### src/rtl/egress_packet_arbiter_if.sv
// Handshake bundle between the two egress sources, the arbiter and the packet constructor.
interface egress_packet_arbiter_if;
  logic [7:0]  data_in;
  logic        valid_in;
  logic        ready_in;
  logic        last_in;
  logic [31:0] cycles_in;
  logic        cycles_valid;
  logic        cycles_ready;
  logic [7:0]  data_out;
  logic        valid_out;
  logic        ready_out;
  logic        last_out;

  modport slave (
    input  data_in, valid_in, last_in, cycles_in, cycles_valid, ready_out,
    output ready_in, cycles_ready, data_out, valid_out, last_out
  );

  modport master (
    output data_in, valid_in, last_in, cycles_in, cycles_valid, ready_out,
    input  ready_in, cycles_ready, data_out, valid_out, last_out
  );
endinterface

### src/rtl/egress_packet_arbiter.sv
// Packet-granular round-robin arbiter merging processed data packets and 5-byte
// cycle-count reports (tag + big-endian count) onto one byte-wide egress stream.
module egress_packet_arbiter #(
  parameter logic [7:0] CYCLE_TAG = 8'hC1
) (
  input logic                    clock,
  input logic                    reset,
  egress_packet_arbiter_if.slave bus
);

  localparam logic [1:0] IDLE   = 2'd0;
  localparam logic [1:0] DATA   = 2'd1;
  localparam logic [1:0] CYCLES = 2'd2;

  logic [1:0]  r_state;
  logic        r_last_grant;
  logic [2:0]  r_byte_idx;
  logic [31:0] r_count_reg;

  logic       w_grant_data;
  logic       w_grant_cycles;
  logic [7:0] w_report_byte;

  // On a tie, grant the source opposite the one served last.
  assign w_grant_data   = (r_state == IDLE) && bus.valid_in &&
                          (!bus.cycles_valid || r_last_grant);
  assign w_grant_cycles = (r_state == IDLE) && bus.cycles_valid &&
                          (!bus.valid_in || !r_last_grant);

  always_comb begin
    w_report_byte = '0;
    case (r_byte_idx)
      3'd0:    w_report_byte = CYCLE_TAG;
      3'd1:    w_report_byte = r_count_reg[31:24];
      3'd2:    w_report_byte = r_count_reg[23:16];
      3'd3:    w_report_byte = r_count_reg[15:8];
      3'd4:    w_report_byte = r_count_reg[7:0];
      default: w_report_byte = '0;
    endcase
  end

  always_comb begin
    bus.data_out     = '0;
    bus.valid_out    = 1'b0;
    bus.last_out     = 1'b0;
    bus.ready_in     = 1'b0;
    bus.cycles_ready = 1'b0;
    case (r_state)
      IDLE: begin
        // Reset holds the FSM in IDLE; gating keeps the accept pulse low too.
        bus.cycles_ready = w_grant_cycles && reset;
      end
      DATA: begin
        bus.data_out  = bus.data_in;
        bus.valid_out = bus.valid_in;
        bus.last_out  = bus.last_in;
        bus.ready_in  = bus.ready_out;
      end
      CYCLES: begin
        bus.data_out  = w_report_byte;
        bus.valid_out = 1'b1;
        bus.last_out  = (r_byte_idx == 3'd4);
      end
      default: begin
        bus.data_out = '0;
      end
    endcase
  end

  always_ff @(posedge clock or negedge reset) begin
    if (!reset) begin
      r_state      <= IDLE;
      r_last_grant <= 1'b1;
      r_byte_idx   <= '0;
      r_count_reg  <= '0;
    end else begin
      case (r_state)
        IDLE: begin
          if (w_grant_data) begin
            r_state      <= DATA;
            r_last_grant <= 1'b0;
          end else if (w_grant_cycles) begin
            r_state      <= CYCLES;
            r_last_grant <= 1'b1;
            r_byte_idx   <= '0;
            r_count_reg  <= bus.cycles_in;
          end
        end
        DATA: begin
          if (bus.valid_in && bus.ready_out && bus.last_in)
            r_state <= IDLE;
        end
        CYCLES: begin
          if (bus.ready_out) begin
            if (r_byte_idx == 3'd4)
              r_state <= IDLE;
            else
              r_byte_idx <= r_byte_idx + 3'd1;
          end
        end
        default: r_state <= IDLE;
      endcase
    end
  end

endmodule

### src/flat_wrapper.sv
// flat-port wrapper written by rule: the top's interface ports become plain ports
module egress_packet_arbiter_flat 
#(
  parameter logic [7:0] CYCLE_TAG = 8'hC1
)
  (clock, reset, bus_data_in, bus_valid_in, bus_last_in, bus_cycles_in, bus_cycles_valid, bus_ready_out, bus_ready_in, bus_cycles_ready, bus_data_out, bus_valid_out, bus_last_out);
  egress_packet_arbiter_if bus_i ();
  input logic clock;
  input logic reset;
  input wire logic [$bits(bus_i.data_in)-1:0] bus_data_in;
  input wire logic [$bits(bus_i.valid_in)-1:0] bus_valid_in;
  input wire logic [$bits(bus_i.last_in)-1:0] bus_last_in;
  input wire logic [$bits(bus_i.cycles_in)-1:0] bus_cycles_in;
  input wire logic [$bits(bus_i.cycles_valid)-1:0] bus_cycles_valid;
  input wire logic [$bits(bus_i.ready_out)-1:0] bus_ready_out;
  output wire logic [$bits(bus_i.ready_in)-1:0] bus_ready_in;
  output wire logic [$bits(bus_i.cycles_ready)-1:0] bus_cycles_ready;
  output wire logic [$bits(bus_i.data_out)-1:0] bus_data_out;
  output wire logic [$bits(bus_i.valid_out)-1:0] bus_valid_out;
  output wire logic [$bits(bus_i.last_out)-1:0] bus_last_out;
  assign bus_i.data_in = bus_data_in;
  assign bus_i.valid_in = bus_valid_in;
  assign bus_i.last_in = bus_last_in;
  assign bus_i.cycles_in = bus_cycles_in;
  assign bus_i.cycles_valid = bus_cycles_valid;
  assign bus_i.ready_out = bus_ready_out;
  assign bus_ready_in = bus_i.ready_in;
  assign bus_cycles_ready = bus_i.cycles_ready;
  assign bus_data_out = bus_i.data_out;
  assign bus_valid_out = bus_i.valid_out;
  assign bus_last_out = bus_i.last_out;
  egress_packet_arbiter #(.CYCLE_TAG(CYCLE_TAG)) u_core (.clock(clock), .reset(reset), .bus(bus_i));
endmodule
### config.mk
export PLATFORM = sky130hd
export DESIGN_NAME = egress_packet_arbiter_flat
export DESIGN_NICKNAME = d
export VERILOG_FILES = /design/src/rtl/egress_packet_arbiter_if.sv /design/src/rtl/egress_packet_arbiter.sv /design/src/flat_wrapper.sv
export SDC_FILE = /design/constraint.sdc
export NUM_CORES = 1
export LEC_CHECK = 0
export ABC_AREA = 1
export CORE_MARGIN = 2
export CORE_UTILIZATION = 30
export DETAILED_ROUTE_END_ITERATION = 12
export PLACE_DENSITY_LB_ADDON = 0.3
export SETUP_SLACK_MARGIN = 0.02
export SLEW_MARGIN = 20
export SYNTH_ARGS = -nofsm -noshare
export SYNTH_HDL_FRONTEND = slang
export SYNTH_SLANG_ARGS = --single-unit
### constraint.sdc
create_clock -name clock -period 5.36 [get_ports clock]
set_clock_uncertainty 0.15 [all_clocks]
set_input_delay 1.072 -clock clock [delete_from_list [all_inputs] [get_ports clock]]
set_output_delay 1.072 -clock clock [all_outputs]
set_load 0.02 [all_outputs]
==> results of run 1 <==
[tightest hold or removal path: cells and delay by family, from the launching register on]
family,cells,cell delay [ps]
simple gates,2,100
flops,1,350
[power breakdown]
group          total (uW)  switching, uW  internal (uW)
logic                 687            426            261
registers             513           88.8            424
clock network         243            106            137
total                1440            621            822
[path summary, 6_finish.rpt]
check	end	slack, ps	depth (start not counted)
min	u_core.r_count_reg[16]	340	2
max reg2reg	u_core.r_count_reg[13]	3200	7
max	bus_data_out[1]	1430	7
min in group asynchronous	u_core.r_count_reg[6]	730	2
min reg2reg	u_core.r_count_reg[16]	340	2
max in group asynchronous	u_core.r_count_reg[16]	3970	2
[stage by stage]
step	cells	instance area (um2)
detailed placement	430	2740
global placement	430	2740
CTS	438	2849
global route	438	2849
finish	438	2849
floorplan	287	2121
[per-layer routing]
layer | global-route usage (%) | wire, um | vias to the layer above
li1 | - | - | 1005
met1 | 22.24 | 2708 | 892
met2 | 23.48 | 2477 | 48
met3 | 3.770 | 326 | 4
met4 | 3.306 | 34 | 0
met5 | 0 | 0 | -
[Yosys cell counts, drive strengths merged]
cell	number	area, um2
dfrtp	37	925.9
or2	1	8.760
clkinv	1	3.750
nand3	25	142.6
nand2	146	553.0
buf	10	73.81
ha	8	100.1
clkbuf	2	7.510
o211ai	1	7.510
o21ai	7	35.03
nand3b	1	7.510
nor2	11	53.80
nand4	6	43.79
dfstp	1	26.28
a21oi	12	63.81
inv	18	67.56
[final cells by class]
| cell class | count | share of cell area (%) |
|---|---|---|
| Multi-Input combinational cell | 218 | 35.66 |
| Sequential cell | 38 | 33.42 |
| Timing Repair Buffer | 59 | 20.38 |
| Tap cell | 96 | 4.216 |
| Inverter | 19 | 2.503 |
| Clock buffer | 5 | 2.415 |
| Clock inverter | 3 | 1.405 |
[cell families (layout without fill, tap and decap cells)]
kind of cell    after synthesis  count (layout)  share of synthesized area (%)
buf+inv                      31              86                          7.197
compound gates               20              20                          5.015
flops                        38              38                          44.90
fa+ha+maj                     8               8                          4.720
simple gates                190             190                          38.17
==> summary.md, run 1 <==
| Metric | Value |
|---|---|
| Critical Path RT | 4140 ps |
| Fin nets | 395 |
| Mapped Area | 2121 um2 |
| # rows | 30 |
| Via count | 1949 |
| Synth Net Count | 341 |
| Wire length per cell | 12.66 um |
| Most frequent cells in the layout | 144 x nand2_1, 56 x clkdlybuf4s50_1, 37 x dfrtp_1, 23 x nand3_1, 15 x inv_1 |
| Final worst slack | 1428 ps |
| Clk slew on worst S/H paths | 80 ps |
| Max FFs per register | 32 |
| Clock Sinks | 38 |
| Least-Margin Pin Slew | 559.5 ps |
| Port bufs | 57 |
| Final setup viols | 0 |
| Vias in the first global route | 1863 |
| DR DRC count | 0 |
| Later-pin clock latency in the skew report | 290 ps |
| RSZ-0062 raised after global routing | false |
| F_max | 254.3 MHz |
| # fillers | 745 |
| Yosys cell types | 27 |
| Hold_sp | u_core.r_count_reg[16] |
| Max-cap violations | 0 |
| Syn Area/Cell | 7.389 um2 |
| CTS Buffer Depth | 2 |
| Antenna violations before repair | 0 |
| RePlAce Congestion | 0.7822 |
| First-pass GRT wire length | 9.163 mm |
| Pre-CTS setup slack | 1607 ps |
| CP dominant cell by count | nand2_1 |
| Slew Limit Fails | 0 |
| Initial core utilization | 31.04% |
| Pwr Total | 1443 uW |
| Clock root cell | clkbuf_8 |
| Final Hold Fails | 0 |
| Synthesis-stage register bit count | 38 |
| Crit end category | output port |
| Resize count post-CTS | 0 |
| Final ANT Viol Nets | 0 |
| Worst path arrival time | 2710 ps |
| Outcome | finished, final reports clean |
| Crit-path cells | inv_2 -> ha_1 -> nand2_1 -> nand4_1 -> nand2_1 -> a21oi_1 -> clkdlybuf4s50_1 |
| Die area | 7758 um2 |
| LEAKAGE | 0.001358 uW |
| Layout area overhead | 34.34% |
| Post-DP HPWL | 4.018 mm |
| Antenna Cells | 0 |
| Worst hold path class | reg -> reg |
| CP Buf/Inv Count | 2 |
| Crit Reg-Reg Startpoint | u_core.r_state[0] |
| GRT Total Usage | 15.38% |
| Via density | 4.450 |
| Crit-path slowest cell | clkdlybuf4s50_1 |
| Die Y | 88.08 um |
| Post-CTS setup buffer count | 0 |
| Most common cell after layout, fill and taps aside | nand2_1 |
| Post-route setup TNS | 0 ps |
| CTS buffer count | 5 |
| Register area share after synthesis | 44.90% |
| WS Path Type | reg -> out |
| CTS Hold Bufs | 0 |
| Post-Syn Instances | 287 |
| DRT Pass-1 Iters | 5 |
| Finished Core Util | 41.70% |
| Worst Setup Start Kind | flip-flop |
| DR iter-0 viols | 94 |
| Footprint of the multi-input gates | 1016 um2 |
| Slew Limit Headroom | 62.65% |
| Register area | 952.2 um2 |
| Period utilization | 73.36% |
| Ratio of cells with drive above 1 in the final layout | 7.310% |
| # IOs | 58 |
| PwrDens | 506.5 nW/um2 |
| Setup crit start | u_core.r_byte_idx[2] |
| WL final | 5.546 mm |
| CORE AREA | 6832 um2 |
| Die Wd | 88.08 um |
| CTS tree | done |
| Top delay family on crit path | buffers and inverters |
| Syn. warnings | 0 |
| Slowest stage delay, CP | 640 ps |
| Worst Hold Slack | 335.1 ps |
| Max FO, Critical Path | 19 |
| Tmin final | 3932 ps |
| Max IR drop VDD | 0.0001487 V |
| H-tree levels | 2 |
| Largest net degree at the start of global routing | 39 |
| GR Overflow Total | 0 |
Note: power is estimated with default switching activity, not from simulation.
==> inputs of run 2 (changes only) <==
==> constraint.sdc (replaced) <==
create_clock -name clock -period 3.3 [get_ports clock]
set_clock_uncertainty 0.15 [all_clocks]
set_input_delay 0.66 -clock clock [delete_from_list [all_inputs] [get_ports clock]]
set_output_delay 0.66 -clock clock [all_outputs]
set_load 0.02 [all_outputs]
==> summary.md, run 2 (synthesis gave the netlist of run 1 again) <==
| Metric | Value |
|---|---|
| Wire length per cell | 12.32 um |
| Final Hold Fails | 0 |
| First-pass GRT wire length | 9.045 mm |
| Most frequent cells in the layout | 144 x nand2_1, 53 x clkdlybuf4s50_1, 37 x dfrtp_1, 23 x nand3_1, 15 x inv_1 |
| CORE AREA | 6832 um2 |
| Port bufs | 57 |
| RSZ-0062 raised after global routing | false |
| Fin nets | 400 |
| Most common cell after layout, fill and taps aside | nand2_1 |
| Least-Margin Pin Slew | 590.9 ps |
| Worst Setup Start Kind | flip-flop |
| Largest net degree at the start of global routing | 39 |
| WS Path Type | reg -> out |
| DRT Pass-1 Iters | 4 |
| Worst hold path class | in -> async |
| Later-pin clock latency in the skew report | 290 ps |
| Clock root cell | clkbuf_8 |
| Ratio of cells with drive above 1 in the final layout | 8.646% |
| Antenna Cells | 0 |
| Via count | 1954 |
| M1 wire length | 2.675 mm |
| Layout area overhead | 35.81% |
| Slew Limit Headroom | 60.55% |
| Max FFs per register | 32 |
| Max FO, Critical Path | 8 |
| DR iter-0 viols | 151 |
| DP Area | 2778 um2 |
| Clock Sinks | 38 |
| Outcome | finished, final reports clean |
| Die Y | 88.08 um |
| CTS tree | done |
| Slowest stage delay, CP | 630 ps |
| Die Wd | 88.08 um |
| CTS buffer count | 5 |
| Die area | 7758 um2 |
| WL final | 5.457 mm |
| F_max | 322.5 MHz |
| Crit end category | output port |
| Max IR drop VDD | 0.0002595 V |
| Initial core utilization | 31.04% |
| GRT Total Usage | 15.34% |
| Met3 WL | 267 um |
| Max-cap violations | 0 |
| H-tree levels | 2 |
| RePlAce Congestion | 0.8185 |
| Final setup viols | 0 |
| Antenna violations before repair | 0 |
| Crit-path slowest cell | clkdlybuf4s50_1 |
| Critical Path RT | 2490 ps |
| LEAKAGE | 0.001425 uW |
| CP endpoint | bus_data_out[4] |
| # rows | 30 |
| Reg-to-reg setup timing slack | 1220 ps |
| Post-route cell area | 2880 um2 |
| Post-route setup TNS | 0 ps |
| DR DRC count | 0 |
| Via density | 4.411 |
| Period utilization | 93.96% |
| # IOs | 58 |
| GR Overflow Total | 0 |
| Top routing layer used | met4 |
| Vias in the first global route | 1926 |
| Met2 WL | 2.393 mm |
| Tmin final | 3101 ps |
| Worst path arrival time | 2290 ps |
| Crit Reg-Reg Startpoint | u_core.r_state[0] |
| R2r endpoint | u_core.r_count_reg[21] |
| CTS Buffer Depth | 2 |
| Finished Core Util | 42.16% |
| R2R depth | 7 |
| Final ANT Viol Nets | 0 |
| Clk slew on worst S/H paths | 80 ps |
| Pwr Total | 2322 uW |
| Crit-path cells | ha_1 -> ha_1 -> nand2_1 -> nand4_1 -> nand2_1 -> a21oi_1 -> clkdlybuf4s50_1 |
| Post-DP HPWL | 3.961 mm |
| Setup crit start | u_core.r_byte_idx[0] |
| Slew Limit Fails | 0 |
| PwrDens | 806.2 nW/um2 |
## run 2: changes by cell type in the layout (fill, tap and decap cells not counted)
cell             before  now
buf_4                 2    7
clkdlybuf4s50_1      56   53
dlymetal6s2s_1        0    3
bufinv_16             1    0
clkbuf_8              5    6
clkinv_2              2    1
clkinvlp_4            0    1
## run 2: cell type report
cell class | instances | area, um2
fillers | 735 | 3951
multi-input cells | 218 | 1016
flip-flops and latches | 38 | 952.2
repair buffers | 64 | 625.6
well taps | 96 | 120.1
clock buffers | 6 | 82.58
inverters | 19 | 71.32
clock inverters | 2 | 12.51
## run 2: per-stage QoR
stage | setup slack, ps | std cells | hold slack, ps
2_1_floorplan | 869.5 | 287 | 214.4
5_1_grt | 21.67 | 443 | 307.4
3_3_place_gp | 274.1 | 435 | 314.1
6_report | 199.2 | 443 | 267.6
3_5_place_dp | 297.0 | 435 | 315.6
4_1_cts | 162.6 | 443 | 298.9
## run 2: worst min path at each step
stage                                   endpoint  slack (ps)  cells after the start
after floorplan             u_core.r_byte_idx[0]         210                      0
after global placement    u_core.r_count_reg[21]         310                      2
after detailed placement  u_core.r_count_reg[21]         320                      2
after CTS                 u_core.r_count_reg[31]         300                      2
after global routing      u_core.r_count_reg[10]         310                      2
final                     u_core.r_count_reg[31]         270                      2
## run 2: metal layers
metal,up-vias,track usage (%)
li1,1012,-
met2,51,22.38
met5,-,0
met4,0,5.923
met3,10,3.205
met1,881,22.29
## run 2: power breakdown
part / switching (uW) / internal (uW)
registers: 124 / 689
clock network: 171 / 168
logic: 716 / 453
total: 1010 / 1310
## run 2: timing repair
action,CTS,global route
gates resized for setup,0,3
setup buffers,0,0
hold buffers,0,0
setup endpoints to repair,0,3
## run 2: worst max-delay path, delay by kind of cell (launching register included)
kind / cells / cell delay [ps]
DFF: 1 / 400
adders and majority gates: 2 / 520
and+or+nand+nor: 3 / 320
buffers and inverters: 1 / 630
AOI/OAI and AO/OA: 1 / 130
==> inputs of run 3 (changes only) <==
--- a/config.mk
+++ b/config.mk
@@ -6,6 +6,7 @@
 export NUM_CORES = 1
 export LEC_CHECK = 0
 export ABC_AREA = 1
+export CAP_MARGIN = 20
 export CORE_MARGIN = 2
 export CORE_UTILIZATION = 30
 export DETAILED_ROUTE_END_ITERATION = 12
==> results of run 3 <==
Final layout, timing and power as in run 2 (identical DEF).
